File: src/rtl/led_cmd_ctrl.sv
// Byte-command LED controller: parses 'S' idx mode / 'G' idx from the UART rx
// stream, drives NUM_LEDS channels (off/on/blink) and answers each command.
`timescale 1ns/1ps
module led_cmd_ctrl #(
  parameter int NUM_LEDS       = 4,
  parameter int BLINK_DIV      = 6000000,
  parameter int TIMEOUT_CYCLES = 1200000
) (
  input  logic                clk,
  input  logic                reset,
  input  logic [7:0]          rx_data,
  input  logic                rx_valid,
  output logic [7:0]          tx_data,
  output logic                tx_valid,
  input  logic                tx_ready,
  output logic [NUM_LEDS-1:0] led,
  output logic                overrun
);

  localparam int PW = (BLINK_DIV > 1) ? $clog2(BLINK_DIV) : 1;
  localparam int TW = (TIMEOUT_CYCLES > 1) ? $clog2(TIMEOUT_CYCLES) : 1;
  localparam logic [PW-1:0] PRESC_LAST = PW'(BLINK_DIV - 1);
  localparam logic [TW-1:0] TMO_LAST   = TW'(TIMEOUT_CYCLES - 1);

  localparam logic [1:0] S_IDLE     = 2'd0;
  localparam logic [1:0] S_GET_IDX  = 2'd1;
  localparam logic [1:0] S_GET_MODE = 2'd2;
  localparam logic [1:0] S_RESP     = 2'd3;

  localparam logic [1:0] M_OFF   = 2'd0;
  localparam logic [1:0] M_ON    = 2'd1;
  localparam logic [1:0] M_BLINK = 2'd2;

  localparam logic [7:0] C_SET = 8'h53;
  localparam logic [7:0] C_GET = 8'h47;
  localparam logic [7:0] R_OK  = 8'h4B;
  localparam logic [7:0] R_ERR = 8'h3F;

  logic [1:0]                state_q, state_d;
  logic                      op_set_q, op_set_d;
  logic [7:0]                idx_q, idx_d;
  logic [NUM_LEDS-1:0][1:0]  mode_q, mode_d;
  logic [7:0]                tx_data_q, tx_data_d;
  logic                      tx_valid_q, tx_valid_d;
  logic                      overrun_q, overrun_d;
  logic [PW-1:0]             presc_q, presc_d;
  logic                      phase_q, phase_d;
  logic [TW-1:0]             tmo_q, tmo_d;
  logic [NUM_LEDS-1:0]       led_q, led_d;

  logic       rx_idx_ok, q_idx_ok;
  logic [1:0] rd_mode;

  always_comb begin
    rx_idx_ok = (32'(rx_data) < 32'(NUM_LEDS));
    q_idx_ok  = (32'(idx_q) < 32'(NUM_LEDS));
    rd_mode   = M_OFF;
    for (int unsigned i = 0; i < NUM_LEDS; i++) begin
      if (rx_data == 8'(i)) rd_mode = mode_q[i];
    end
  end

  always_comb begin
    state_d    = state_q;
    op_set_d   = op_set_q;
    idx_d      = idx_q;
    mode_d     = mode_q;
    tx_data_d  = tx_data_q;
    tx_valid_d = tx_valid_q;
    tmo_d      = '0;
    overrun_d  = rx_valid && (state_q == S_RESP);

    case (state_q)
      S_IDLE: begin
        if (rx_valid) begin
          if (rx_data == C_SET) begin
            op_set_d = 1'b1;
            state_d  = S_GET_IDX;
          end else if (rx_data == C_GET) begin
            op_set_d = 1'b0;
            state_d  = S_GET_IDX;
          end else begin
            state_d    = S_RESP;
            tx_data_d  = R_ERR;
            tx_valid_d = 1'b1;
          end
        end
      end
      S_GET_IDX: begin
        if (rx_valid) begin
          idx_d = rx_data;
          if (op_set_q) begin
            state_d = S_GET_MODE;
          end else begin
            state_d    = S_RESP;
            tx_valid_d = 1'b1;
            tx_data_d  = rx_idx_ok ? {6'b0, rd_mode} : R_ERR;
          end
        end else if (tmo_q == TMO_LAST) begin
          state_d = S_IDLE;
        end else begin
          tmo_d = tmo_q + 1'b1;
        end
      end
      S_GET_MODE: begin
        if (rx_valid) begin
          state_d    = S_RESP;
          tx_valid_d = 1'b1;
          if (q_idx_ok && (rx_data <= 8'h02)) begin
            tx_data_d = R_OK;
            for (int unsigned i = 0; i < NUM_LEDS; i++) begin
              if (idx_q == 8'(i)) mode_d[i] = rx_data[1:0];
            end
          end else begin
            tx_data_d = R_ERR;
          end
        end else if (tmo_q == TMO_LAST) begin
          state_d = S_IDLE;
        end else begin
          tmo_d = tmo_q + 1'b1;
        end
      end
      default: begin
        if (tx_ready) begin
          tx_valid_d = 1'b0;
          state_d    = S_IDLE;
        end
      end
    endcase
  end

  // Shared blink phase keeps every BLINK channel in lockstep.
  always_comb begin
    presc_d = (presc_q == PRESC_LAST) ? '0 : presc_q + 1'b1;
    phase_d = phase_q ^ (presc_q == PRESC_LAST);
    for (int unsigned i = 0; i < NUM_LEDS; i++) begin
      led_d[i] = (mode_q[i] == M_ON) || ((mode_q[i] == M_BLINK) && phase_q);
    end
  end

  always_ff @(posedge clk or negedge reset) begin
    if (!reset) begin
      state_q    <= S_IDLE;
      op_set_q   <= 1'b0;
      idx_q      <= '0;
      mode_q     <= '0;
      tx_data_q  <= '0;
      tx_valid_q <= 1'b0;
      overrun_q  <= 1'b0;
      presc_q    <= '0;
      phase_q    <= 1'b0;
      tmo_q      <= '0;
      led_q      <= '0;
    end else begin
      state_q    <= state_d;
      op_set_q   <= op_set_d;
      idx_q      <= idx_d;
      mode_q     <= mode_d;
      tx_data_q  <= tx_data_d;
      tx_valid_q <= tx_valid_d;
      overrun_q  <= overrun_d;
      presc_q    <= presc_d;
      phase_q    <= phase_d;
      tmo_q      <= tmo_d;
      led_q      <= led_d;
    end
  end

  assign tx_data  = tx_data_q;
  assign tx_valid = tx_valid_q;
  assign led      = led_q;
  assign overrun  = overrun_q;

endmodule

File: config.mk
export PLATFORM = sky130hd
export DESIGN_NAME = led_cmd_ctrl
export DESIGN_NICKNAME = d
export VERILOG_FILES = /design/src/rtl/led_cmd_ctrl.sv
export SDC_FILE = /design/constraint.sdc
export NUM_CORES = 1
export LEC_CHECK = 0
export CAP_MARGIN = 20
export CORE_MARGIN = 2
export CORE_UTILIZATION = 55
export CTS_CLUSTER_SIZE = 24
export DETAILED_ROUTE_END_ITERATION = 10
export PLACE_DENSITY_LB_ADDON = 0.12
export SLEW_MARGIN = 40
export SYNTH_ARGS = -nofsm -noshare
export SYNTH_HDL_FRONTEND = slang
export SYNTH_SLANG_ARGS = --single-unit
File: constraint.sdc
create_clock -name clk -period 2.2 [get_ports clk]
set_input_delay 0.44 -clock clk [delete_from_list [all_inputs] [get_ports clk]]
set_output_delay 0.44 -clock clk [all_outputs]
set_load 0.02 [all_outputs]
Yosys cells after proc, flatten, opt, wreduce, memory -nomap -nowiden
Index checks and enable logic that the tools add are counted.
- memory bits (read-only): 0
- RAM bits: 0
- register bits: 78
- memories: 0
- word-level logic and storage cells: 109
- latch bits: 0
- input bits: 12
- add/subtract/negate cells: 2
- multipliers: 0
- bitwise logic cells: 1
- equality and inequality tests: 27
- $lt $le $gt $ge: 3
- shifts and indexed selects: 0
- reduce and logical (&&, ||, !) cells: 26
- multiplexer cells: 36
- divide/modulo/power cells: 0
- operator list (kind ; count):
    21-bit 2-to-1 mux ; 3
    8-bit 2-to-1 mux ; 6
    8-bit by 2-bit equality test with 1-bit output (second input constant) ; 4
    8-bit one-hot mux with 3 select lines ; 1
    23-bit by 1-bit adder with 23-bit output (second input constant) ; 1
    23-bit equality test (second input constant) ; 1
    23-bit 2-to-1 mux ; 1
    2-bit 2-to-1 mux ; 11
    21-bit by 1-bit adder with 21-bit output (second input constant) ; 1
    21-bit equality test (second input constant) ; 1
    8-bit by 1-bit equality test with 1-bit output (second input constant) ; 2
    8-bit by 7-bit equality test with 1-bit output (second input constant) ; 2
    8-bit logical NOT ; 2
    8-bit by 3-bit < comparator with 1-bit output (second input constant) ; 2
    4-bit AND reduction ; 4
    7-bit AND reduction ; 2
    2-bit equality test (second input constant) ; 6
    2-bit != test (second input constant) ; 6
    2-bit by 1-bit equality test with 1-bit output (second input constant) ; 5
    1-bit 2-to-1 mux ; 10
    8-bit by 2-bit <= comparator with 1-bit output (second input constant) ; 1
    7-bit 2-to-1 mux ; 1
    1-bit logical AND ; 6
    6-bit 2-to-1 mux ; 1
    11 further kinds ; 15

Longest topological paths before layout
Gate-level depths: netlist (run 1).
- word-level depth: 9
- gate-level depth with buffers: 8
- mapped depth without buffers: 7

Least setup slack after synthesis (run 1)
No wires, ideal clock.
- kind: register to register
- from: reg state_q[0]
- to: reg state_q[1]
- clock period less this slack: 1980 ps
- slack: 220 ps
- required time: 2116 ps
- arrival time: 1895 ps
- setup time: 84 ps
- cell stages (with the launch flop): 8
- cell sequence: dfrtp_1 inv_1 ha_1 or4_1 o21ai_2 mux2i_1 a21boi_0 a21boi_0
- word-level cells in the longest chain between the ends: 3
- elaborated cells on any way between the ends: 7
- RTL lines (what ; line ; text):
    from (decl) ; 39 ; logic [1:0] state_q, state_d;
    from (signal assigned) ; 155 ; state_q <= state_d;
    2-bit equality test, or another cell as far along ; 73 ; case (state_q)
    4-bit nonzero test (no source line) / 2-bit != test (equally long branches) ; -- ;
    2-bit AND reduction (no source line) ; -- ;
Parallel ways exist; a longest one is shown, timed or not.
A chain may end at the register's enable or synchronous reset.

Final worst setup path (run 1)
- from: reg state_q[0]
- to: reg tx_data_q[6] (netlist: tx_data[6])
- word-level cells in the longest chain between the ends: 3
- elaborated cells on any way between the ends: 12
- RTL lines (what ; line ; text):
    2-bit by 1-bit equality test with 1-bit output, or another cell as far along ; 73 ;
    2-bit != test (no source line) / 3-bit nonzero test (equally long branches) ; -- ;
    7-bit AND reduction (no source line) ; -- ;
    to (signal assigned) ; 159 ; tx_data_q <= tx_data_d;
    to (decl) ; 43 ; logic [7:0] tx_data_q, tx_data_d;
Parallel ways exist; a longest one is shown, timed or not.

==> results of run 1 <==
## layout make-up
type / instances / area (um2) / share of cell area [%]
inverter: 10 / 37.54 / 0.8345
clock inverter: 7 / 187.7 / 4.172
sequential: 75 / 1877 / 41.72
timing repair buffer: 45 / 395.4 / 8.790
clock buffer: 9 / 123.9 / 2.754
tap: 80 / 100.1 / 2.225
multi-input combinational: 244 / 1777 / 39.50
## metrics by stage
step	std cells	area [um2]	total power (W)	TNS, ns
6_report	470	4498	0.004519	0
2_1_floorplan	340	3770	0.002542	0
3_5_place_dp	452	4165	0.002894	-0.1006
3_3_place_gp	452	4165	0.002870	0
5_1_grt	470	4498	0.004756	0
4_1_cts	468	4477	0.004509	0
## critical path, cell delays in order, from the launching register on
cell     delay (ns)
dfrtp_1        0.39
inv_1          0.08
ha_1           0.26
nor2_4         0.14
o21ai_0        0.14
o32ai_2        0.54
mux2_2         0.40
## placed cells by master, fill, tap and decap left out, types with 4 or more instances in the layout
| cell | synthesis | final |
|---|---|---|
| dfrtp_1 | 75 | 75 |
| nor2_1 | 42 | 42 |
| nand2_1 | 29 | 29 |
| clkdlybuf4s50_1 | 0 | 23 |
| xor2_1 | 22 | 22 |
| buf_4 | 5 | 22 |
| nand3_1 | 21 | 21 |
| xnor2_1 | 14 | 14 |
| mux2_2 | 12 | 12 |
| inv_1 | 10 | 10 |
| o21ai_0 | 10 | 10 |
| nand4_1 | 9 | 9 |
| clkbuf_8 | 0 | 9 |
| and3_1 | 8 | 8 |
| mux2i_1 | 7 | 7 |
| mux2_1 | 6 | 6 |
| bufinv_16 | 0 | 6 |
| nand3b_1 | 5 | 5 |
| ha_1 | 6 | 5 |
| nor3_1 | 4 | 4 |
| nor3_2 | 4 | 4 |
## power breakdown
part	total (W)	switching [W]	internal (W)	leakage (nW)
sequential	0.00168	0.000142	0.00154	0.993
clock	0.00161	0.000511	0.00110	0.150
combinational	0.00123	0.000671	0.000559	0.863
total	0.00452	0.00132	0.00320	2.01
## flip-flops by register name, indices dropped and copies added (netlist names)
register / count
tmo_q: 21
phase_q: 1
op_set_q: 1
tx_data: 5
led: 4
presc_q: 23
state_q: 2
mode_q: 8
overrun: 1
tx_valid: 1
idx_q: 8
## worst max path at each step
| stage | endpoint | slack, ns | cells past startpoint |
|---|---|---|---|
| 6_report | tx_data[6] | 0.15 | 6 |
| 5_1_grt | state_q[1] | 0.02 | 7 |
| 4_1_cts | state_q[1] | 0.08 | 7 |
| 3_5_place_dp | mode_q[4] | -0.04 | 5 |
| 3_3_place_gp | mode_q[5] | 0.03 | 5 |
| 2_1_floorplan | state_q[1] | 0.22 | 7 |
## metal layers
layer	vias to the layer above	part of all wire (%)	wire length, um
met4	0	1.4	95
met2	33	46	3160
met5	-	0	0
met1	1250	50	3490
met3	9	2.8	192
li1	1270	-	-
## Yosys cell counts (3+ instances only)
| cell type | n | area (um2) |
|---|---|---|
| buf_6 | 3 | 33.78 |
| nand2_1 | 29 | 108.9 |
| nor4_4 | 3 | 63.81 |
| and3_1 | 8 | 50.05 |
| nor3_2 | 4 | 40.04 |
| mux2_2 | 12 | 135.1 |
| mux2i_1 | 7 | 70.07 |
| nand4_1 | 9 | 56.30 |
| inv_1 | 10 | 37.54 |
| nand3_1 | 21 | 105.1 |
| nor2_1 | 42 | 157.7 |
| xnor2_1 | 14 | 122.6 |
| nor3_1 | 4 | 20.02 |
| o21ai_0 | 10 | 50.05 |
| dfrtp_1 | 75 | 1877 |
| ha_1 | 6 | 75.07 |
| nand3b_1 | 5 | 37.54 |
| mux2_1 | 6 | 67.56 |
| a31oi_1 | 3 | 18.77 |
| nor4b_1 | 3 | 26.28 |
| xor2_1 | 22 | 192.7 |
| buf_4 | 5 | 37.54 |
## cell families (layout without fill, tap and decap cells)
kind of cell	Yosys count	in the layout	synth area share [%]
XOR/XNOR	36	36	8.364
AND/OR/NAND/NOR	150	150	23.20
flip-flops	75	75	49.78
AO/OA/AOI/OAI	24	24	4.680
other	1	1	0.09947
adder cells (fa/ha/maj)	6	6	1.991
multiplexers	27	27	8.629
buffers and inverters	21	71	3.253
## what timing repair did
item                                    CTS  global route
hold buffers                              0             0
endpoints found under the setup margin    0             1
buffers inserted                          0             2
endpoints found under the hold margin     0             0
resized for setup                         0             2
==> impl_results.md, run 1 <==
- Site row count: 30
- WL/cell: 14.76 um
- Clock skew: 0.007782 ns
- Top Usage Layer GRT: met1
- Global placement routability congestion: 0.8550
- Pwr per Cell Area: 1005 mW/mm2
- Area growth syn-to-layout: 19.32%
- Total grt overflow: 0
- Via density: 5.451
- DRT Wirelength: 6939 um
- Post-Syn Area: 0.003770 mm2
- Clk buf depth: 2
- Worst vdd ir: 0.0005339 V
- Fmax: 488.7 MHz
- Clock sink count: 75
- Max-cap violations: 0
- Crit path launch: state_q[0]
- GRT Overall Usage: 20.70%
- FF-to-FF Start: state_q[0]
- Seq/Total Area, Yosys: 49.78%
- Minimum clock period: 2.046 ns
- R2r endpoint: tx_data[6]
- Antenna-violating nets left: 0
- Crit. End Element: flop
- Final setup violation count: 0
- Layout cell share with drive strength beyond 1: 18.72%
- Met2 Use GR: 30.19%
- Largest net degree at the start of global routing: 43
- Cells after Synth: 340
- Period utilisation layout: 93.01%
- Max-slew violation count: 0
- Crit start category: flop
- DR pass1 iterations: 4
- Worst-margin pin slew: 0.5976 ns
- Top FF cell, synth: dfrtp_1
- Initial drt markers: 83
- Reg2reg setup slack: 0.15 ns
- Async S/R FF share, synth: 100.0%
- DRC: 0
- RSZ-0062 raised after global routing: no
- Status: complete, no violations
- # IOs: 26
- Vias in the first global route: 2,537
- Core area: 0.006719 mm2
- Clk_lat worst skew: 0.34 ns
- Initial Utilization: 56.11%
- H-tree Lvls: 3
- Synth warn: 0
- CTS tree: done
- Setup WS pre-CTS: -0.03586 ns
- CP Max Fanout: 9
- Critical path arrival: 2.28 ns
- Die Span Y: 86.79 um
- Met3 GRT Util: 3.238%
- WHS: 0.06290 ns
- Final nets: 403
- Number of synthesized flops with an enable pin: 0
- DIE AREA: 0.007533 mm2
- Port bufs: 24
- Antenna violations before repair: 0
- Final Hold Vio Count: 0
- TritonCTS buffer count: 9
- Static leakage: 2.006 nW
- Syn_nets: 358
- Cell chosen for the clock root: clkbuf_8
- Met1 usage: 30.69%
- Filler cells: 500
- Synth cell types: 51
- Max_slew headroom: 60.16%
- First-pass GRT wire length: 12,190 um
- Core Util, Final: 66.95%
- Post-DP HPWL: 4884 um
- Via count: 2,562
- Hold Path Class: input pin to async pin
- Die Wd: 86.79 um
- Syn avg cell area: 11.09 um2
- Worst-path clk slew: 0.08 ns
- Final WS setup: 0.1539 ns
- Crit Path Class: flop to flop
- Register-to-Register Path Depth: 6
- Flops & latches, synth: 75
- ANT cells: 0
- CP Data Required Time: 2.44 ns
(Power assumes the default switching activity.)
==> run 2, diff against run 1 <==
--- a/config.mk
+++ b/config.mk
@@ -6,7 +6,7 @@
 export NUM_CORES = 1
 export LEC_CHECK = 0
 export CAP_MARGIN = 20
-export CORE_MARGIN = 2
+export CORE_MARGIN = 4
 export CORE_UTILIZATION = 55
 export CTS_CLUSTER_SIZE = 24
 export DETAILED_ROUTE_END_ITERATION = 10
==> run 2 against run 1 <==
  * Worst setup slack improved by 0.027 ns
  * Maximum frequency increased by 1.4%
  * Critical path type unchanged
  * Sequential power about the same
  * Combinational power about the same
  * Clock power decreased by 22%
  * Sequential cell count unchanged
  * Wire length decreased by 2.6%
  * Largest cell class unchanged
  * Global-route usage decreased by 3.1 points
  * Final area decreased by 1.8%
  * Via count decreased by 1.1%
==> impl_results.md, run 2 (synthesis gave the netlist of run 1 again) <==
- ANT cells: 0
- Area growth syn-to-layout: 17.23%
- CP Data Required Time: 2.47 ns
- Worst vdd ir: 0.0007808 V
- Crit. End Element: flop
- Clk buf depth: 2
- Initial Utilization: 58.04%
- RSZ-0062 raised after global routing: no
- Final setup violation count: 0
- Critical path arrival: 2.29 ns
- Via density: 5.473
- WP buf/inv: 1
- Static leakage: 1.967 nW
- Fmax: 495.3 MHz
- Die Wd: 90.79 um
- Status: complete, no violations
- Die Span Y: 90.79 um
- Largest regs: presc_q: 23 flops, tmo_q: 21 flops
- CP cell instances: inv_1, ha_1, or4_1, o21ai_2, mux2i_1, a21boi_0, a21boi_0
- # IOs: 26
- Initial drt markers: 109
- Register area: 0.001878 mm2
- DRC: 0
- GRT Overall Usage: 17.64%
- Largest register FFs: 23
- Crit-path most repeated cell: a21boi_0
- Max-slew violation count: 0
- Area post-placement: 0.004172 mm2
- Multi-input logic area: 0.001770 mm2
- Max_slew headroom: 66.42%
- Global placement routability congestion: 0.8105
- Post-CTS sizing: 0
- Crit path launch: state_q[1]
- Vias in the first global route: 2,515
- Total grt overflow: 0
- Crit start category: flop
- CP Max Fanout: 4
- Site row count: 29
- H-tree Lvls: 3
- Antenna-violating nets left: 0
- Top reg by flops: presc_q
- Period utilisation layout: 91.77%
- Via count: 2,534
- Most common cell after layout, fill and taps aside: dfrtp_1
- CTS tree: done
- Delay-heaviest family, CP: simple AND/OR/NAND/NOR gates
- Port bufs: 24
- Cell at the slowest stage of the critical path: or4_1
- Hold Path Class: input pin to async pin
- Layout cell share with drive strength beyond 1: 17.62%
- Minimum clock period: 2.019 ns
- Clock sink count: 75
- CP max stage delay: 0.55 ns
- Setup Fix Bufs, Post-CTS: 0
- Core area: 0.006495 mm2
- Post-DP HPWL: 4828 um
- Max-cap violations: 0
- Worst-margin pin slew: 0.4996 ns
- Final Cell Area: 0.004419 mm2
- # hold bufs at CTS: 0
- FF-to-FF Start: state_q[1]
- Filler cells: 486
- Most frequent cells in the layout: dfrtp_1 (74), nor2_1 (42), nand2_1 (29)
- Final nets: 399
- Clk_lat worst skew: 0.35 ns
- Cell chosen for the clock root: clkbuf_8
- Antenna violations before repair: 0
- First-pass GRT wire length: 11,700 um
- Core Util, Final: 68.04%
- Crit Path Class: flop to flop
- DIE AREA: 0.008243 mm2
- DRT Wirelength: 6760 um
- Clock skew: 0.008708 ns
- WL/cell: 14.60 um
- Worst-path clk slew: 0.08 ns
- Largest net degree at the start of global routing: 46
- Final Hold Vio Count: 0
- TritonCTS buffer count: 9
- DR pass1 iterations: 4
- Pwr per Cell Area: 945.0 mW/mm2
-- run 2: area by class of cell --
cell class                      instances  area share (%)
Inverter                               10          0.8494
Timing Repair Buffer                   41           8.834
Clock inverter                          3           1.529
Clock buffer                           13           4.049
Tap cell                               77           2.180
Multi-Input combinational cell        244           40.06
Sequential cell                        75           42.50
-- run 2: per-stage QoR --
step                      hold slack (ns)  std cells  power, W  worst slack (ns)  setup TNS (ns)
after detailed placement           0.4077        447  0.002950          -0.05313         -0.3193
after global placement             0.4110        447  0.002906          0.002687               0
after floorplan                    0.1444        340  0.002542            0.2205               0
after global routing              0.04853        463  0.004416          0.009021               0
after CTS                         0.02607        463  0.004211            0.1339               0
final                             0.01919        463  0.004176            0.1812               0
-- run 2: final timing paths --
| path | slack [ns] | endpoint | cells after the start |
|---|---|---|---|
| min | 0.02 | tmo_q[11] | 1 |
| max | 0.18 | state_q[1] | 7 |
| max in group asynchronous | 1.61 | presc_q[6] | 2 |
| max reg2reg | 0.18 | state_q[1] | 7 |
| min in group clk | 0.49 | tmo_q[0] | 1 |
| min reg2reg | 0.49 | tmo_q[0] | 1 |
-- run 2: report_power, final --
| group | switching (W) | internal, W |
|---|---|---|
| combinational | 0.000661 | 0.000559 |
| clock | 0.000499 | 0.000763 |
| sequential | 0.000153 | 0.00154 |
-- run 2: per-layer routing --
layer	vias up	GRT usage (%)	routed length, um
met5	-	0	0
met4	0	7.161	99
met3	10	3.917	211
met2	32	25.76	3012
met1	1224	25.52	3437
li1	1268	-	-
==> run 3, diff against run 2 <==
--- a/config.mk
+++ b/config.mk
@@ -6,6 +6,7 @@
 export NUM_CORES = 1
 export LEC_CHECK = 0
 export CAP_MARGIN = 20
+export CORE_ASPECT_RATIO = 1.1
 export CORE_MARGIN = 4
 export CORE_UTILIZATION = 55
 export CTS_CLUSTER_SIZE = 24
==> run 3 against run 2 <==
  * Cell count grew 0.43%
  * Critical path type unchanged
  * Worst hold slack better by 0.021 ns
  * Register-to-register slack hardly changed
==> impl_results.md, run 3 (synthesis gave the netlist of run 1 again) <==
- Crit start category: flop
- Via count: 2,560
- Finished Layout Cells: 465
- Psw: 0.001290 W
- Most common cell after layout, fill and taps aside: dfrtp_1
- H-tree Lvls: 3
- Setup Fix Bufs, Post-CTS: 0
- Hold Path Class: input pin to async pin
- CP cell instances: inv_1, ha_1, or4_1, o21ai_2, mux2i_1, a21boi_0, a21boi_0
- Clk_lat worst skew: 0.34 ns
- Top reg by flops: presc_q
- Largest net degree at the start of global routing: 36
- Clock share of power: 28.7%
- DRT Wirelength: 6749 um
- Fmax: 494.7 MHz
- Static leakage: 1.939 nW
- Clk buf depth: 2
- First-pass GRT wire length: 11,730 um
- ANT cells: 0
- RSZ-0062 raised after global routing: no
- Total grt overflow: 0
- Tot Pwr: 0.004021 W
- Post-DP HPWL: 4805 um
- Die Span Y: 94.83 um
- DIE AREA: 0.008244 mm2
- WP buf/inv: 1
- Status: complete, no violations
- Antenna violations before repair: 0
- Part of the power in registers: 42.0%
- Combinational Power Share: 29.3%
- Final setup violation count: 0
- CP Data Required Time: 2.46 ns
- DRC: 0
- Internal Power: 0.002731 W
- Worst-path clk slew: 0.08 ns
- Placed insts: 450
- Period utilisation layout: 91.88%
- Max-slew violation count: 0
- CP max stage delay: 0.56 ns
- CP Max Fanout: 5
- Setup_tns: 0 ns
- Die Wd: 86.94 um
- DR pass1 iterations: 5
- Largest regs: presc_q: 23 flops, tmo_q: 21 flops
- Initial Utilization: 56.84%
- CTS tree: done
- Clock skew: 0.005467 ns
- GRT Overall Usage: 18.08%
- Vias in the first global route: 2,561
- Layout cell share with drive strength beyond 1: 16.71%
- Worst-margin pin slew: 0.5185 ns
- Worst vdd ir: 0.0006447 V
- Area growth syn-to-layout: 15.80%
- Max-cap violations: 0
- Cell chosen for the clock root: clkbuf_8
- Switching share of power: 32.09%
- Post-CTS sizing: 0
- Clock sink count: 75
- Core area: 0.006633 mm2
- Pwr per Cell Area: 921.1 mW/mm2
- Final nets: 397
- # hold bufs at CTS: 0
- Critical path arrival: 2.28 ns
- Most frequent cells in the layout: dfrtp_1 (75), nor2_1 (42), nand2_1 (29)
- Initial drt markers: 110
- # IOs: 26
- Reg2reg setup slack: 0.18 ns
- Delay-heaviest family, CP: simple AND/OR/NAND/NOR gates
- WL/cell: 14.51 um
- Max_slew headroom: 65.14%
- Final Hold Vio Count: 0
- TritonCTS buffer count: 9
- Port bufs: 24
- Via density: 5.505
- Cell at the slowest stage of the critical path: or4_1
- Antenna-violating nets left: 0
- Global placement routability congestion: 0.8099
- Final Cell Area: 0.004365 mm2
- Minimum clock period: 2.021 ns
- Crit. End Element: flop
- Crit Path Class: flop to flop
- Site row count: 31
- Largest register FFs: 23
- Area post-placement: 0.004150 mm2
- Crit-path most repeated cell: a21boi_0
[run 3: cell types whose count changed in the layout (fill, tap and decap cells not counted)]
cell | before | now
clkinv_2 | 0 | 2
dfrtp_2 | 1 | 0
buf_4 | 16 | 15
buf_12 | 2 | 1
dfrtp_1 | 74 | 75
clkbuf_8 | 13 | 10
[run 3: worst reg2reg max path, cell delays in order, from the launching register on]
cell	delay [ns]
dfrtp_1	0.43
inv_1	0.09
ha_1	0.21
or4_1	0.56
o21ai_2	0.11
mux2i_1	0.19
a21boi_0	0.17
a21boi_0	0.18
[run 3: final timing paths]
path	depth (start not counted)	from	to
max	7	state_q[0]	state_q[1]
min	1	reset	tmo_q[12]
max reg2reg	7	state_q[0]	state_q[1]
min reg2reg	1	tmo_q[0]	tmo_q[0]
max in group asynchronous	2	reset	overrun
min in group clk	1	tmo_q[0]	tmo_q[0]
[run 3: layer usage]
layer / up-vias / track usage, % / share of wire (%)
li1: 1268 / - / -
met1: 1256 / 24.52 / 49
met2: 27 / 28.29 / 47
met3: 9 / 4.887 / 3.1
met4: 0 / 5.584 / 1.1
met5: - / 0 / 0
[run 3: power by group through the flow]
stage,Clock (W),Combinational [W],Sequential (W)
floorplan,0,0.000804,0.00174
global placement,0,0.00118,0.00172
detailed placement,0,0.00119,0.00172
CTS,0.00118,0.00119,0.00169
global route,0.00124,0.00131,0.00171
finish,0.00115,0.00118,0.00169
[run 3: area by class of cell]
class                   instances  area (um2)
fillers                       509        2267
flip-flops and latches         75        1877
multi-input cells             244        1770
repair buffers                 39       362.8
clock buffers                  10       137.6
well taps                      82       102.6
clock inverters                 5       77.57
inverters                      10       37.54
[run 3: per-stage QoR]
step	utilization (%)	hold WS, ns	setup WS (ns)
finish	65.82	0.04057	0.1787
global route	65.82	0.06456	0.03351
CTS	65.82	0.05423	0.1693
detailed placement	62.57	0.4257	-0.02184
global placement	62.57	0.4272	0.02501
floorplan	-	0.1444	0.2205
==> RTL change (settings of run 3) <==
The parameter `NUM_LEDS` goes from 4 to 5.
--- a/src/rtl/led_cmd_ctrl.sv
+++ b/src/rtl/led_cmd_ctrl.sv
@@ -2,7 +2,7 @@
 // stream, drives NUM_LEDS channels (off/on/blink) and answers each command.
 `timescale 1ns/1ps
 module led_cmd_ctrl #(
-  parameter int NUM_LEDS       = 4,
+  parameter int NUM_LEDS       = 5,
   parameter int BLINK_DIV      = 6000000,
   parameter int TIMEOUT_CYCLES = 1200000
 ) (
Interface: changed (resized led); port bits go from 26 to 27. No check against the original RTL was run, so the function may have changed too.
==> RTL change against run 3 <==
- total power fell by 1.2%
- largest cell class unchanged
- wire length increased by 20%
- sequential cell count grew 3
- synthesized area is 5.8% higher
- clock skew up 0.00067 ns
- utilization shrank 0.10 points
- highest routed layer unchanged
- setup slack worse by 0.037 ns
- cell area rose by 6.1%
==> RTL change: results (changes against run 3) <==
Outcome
  • Status: completed

Layout
  • Antenna Cells: 0 (unchanged)
  • Layout cells sized above 1: 14.4% (-2.3 points)
  • Largest registers: presc_q x23, tmo_q x21, mode_q x10
  • Nets: 454 (+14%)
  • Max FFs per register: 23 (unchanged)
  • Layout fillers: 563 (+11%)

Worst hold path
  • Worst Hold Class: input pin to async pin

Clock tree
  • Clock Path Buffers: 2 (unchanged)
  • Setup bufs post-CTS: 0 (unchanged)
  • H-Tree Depth: 3 (unchanged)

Placement
  • Post-place setup slack: -0.0765 ns (-0.0547 ns)
  • IO Port Bufs: 25 (+4.2%)
  • Final GP Congestion: 0.880 (+8.7%)
  • DPL Wire Length: 5910 um (+23%)

STA
  • Relative slew slack: 58.7% (-6.5 points)
  • Skew final: 0.00613 ns (+0.000667 ns)

Yosys
  • Unique masters post-synth: 46 (-9.8%)
  • Synth cell count leaders: dfrtp_1 (78), nor2_1 (31), nand2_1 (25), nand4_1 (21)
  • Net Count, Synth: 410 (+15%)
  • Sequential element share of the synthesized area: 48.9% (-0.85 points)
  • Asr flop ratio synth: 100% (unchanged)
  • Ranking of synthesized cells by area: dfrtp_1 (49%), mux2_2 (5.1%), xor2_1 (3.5%)

Routing
  • 1st-pass router iterations: 4 (-1)
  • Total number of vias: 3,091 (+21%)
  • Drt total wl: 8100 um (+20%)
  • Iter 0 DRT Violations: 109 (-0.91%)

Power
  • Pleak: 1.95 nW (+0.75%)
  • Max VDD drop: 798 uV (+24%)

GRT
  • Antenna violations before repair: 0 (unchanged)
  • Largest net degree at the start of global routing: 40 (+11%)
  • GR Util met1: 29.2% (+4.7 points)
  • Vias in the first global route: 3,017 (+18%)
  • Met3 Use GR: 2.97% (-1.9 points)
  • Met2 Usage GRT: 30.6% (+2.3 points)
  • First-pass GRT wire length: 14,100 um (+20%)
  • GRT Total Usage: 20.1% (+2.0 points)

Worst setup path
  • Critical path arrival: 2.32 ns (+0.04 ns)
  • Critical path peak fanout: 6 (+1)
-- RTL change: kinds of logic after synthesis --
family | count (synthesis) | share of synthesized area, %
other | 1 | 0.0940
flip-flops | 78 | 48.9
buffers and inverters | 28 | 2.95
adder cells (fa/ha/maj) | 6 | 1.88
AND/OR/NAND/NOR | 164 | 23.0
XOR/XNOR | 28 | 6.15
AO/OA/AOI/OAI | 58 | 9.13
multiplexers | 29 | 7.84
-- RTL change: cell type report --
type / instances / area, um^2 / area share [%]
inverters: 11 / 41.3 / 0.892
multi-input cells: 286 / 1920 / 41.4
clock buffers: 11 / 141 / 3.05
clock inverters: 2 / 35.0 / 0.757
well taps: 85 / 106 / 2.30
flip-flops and latches: 78 / 1950 / 42.2
repair buffers: 50 / 435 / 9.40
-- RTL change: through the flow --
step / power [W] / std cells / instance area, um^2 / hold slack, ns
final: 0.00397 / 523 / 4630 / 0.0744
after global routing: 0.00423 / 523 / 4630 / 0.101
after CTS: 0.00401 / 523 / 4630 / 0.0844
after detailed placement: 0.00301 / 510 / 4450 / 0.450
after global placement: 0.00298 / 510 / 4450 / 0.439
after floorplan: 0.00256 / 392 / 3990 / 0.144
-- RTL change: per-layer routing --
| metal | share of wire [%] | up-vias | wire, um |
|---|---|---|---|
| li1 | - | 1515 | - |
| met1 | 47 | 1513 | 3820 |
| met2 | 48 | 56 | 3900 |
| met3 | 3.4 | 7 | 277 |
| met4 | 1.2 | 0 | 95 |
| met5 | 0 | - | 0 |
-- RTL change: power by group --
part           internal, W  leakage, nW  total (W)  switching [W]
clock             0.000536       0.0911   0.000998       0.000462
combinational     0.000587        0.826    0.00123       0.000641
sequential         0.00159         1.04    0.00175       0.000151
total              0.00272         1.95    0.00397        0.00125
-- RTL change: final timing paths --
| kind | startpoint | endpoint | slack (ns) | depth (start not counted) |
|---|---|---|---|---|
| worst max-delay path | presc_q[0] | presc_q[22] | 0.14 | 5 |
| worst min-delay path | reset | tmo_q[10] | 0.07 | 1 |
| worst max register to register | presc_q[0] | presc_q[22] | 0.14 | 5 |
| worst min register to register | presc_q[17] | presc_q[17] | 0.47 | 1 |
| max in group asynchronous | reset | idx_q[2] | 1.47 | 2 |
| min in group clk | presc_q[17] | presc_q[17] | 0.47 | 1 |
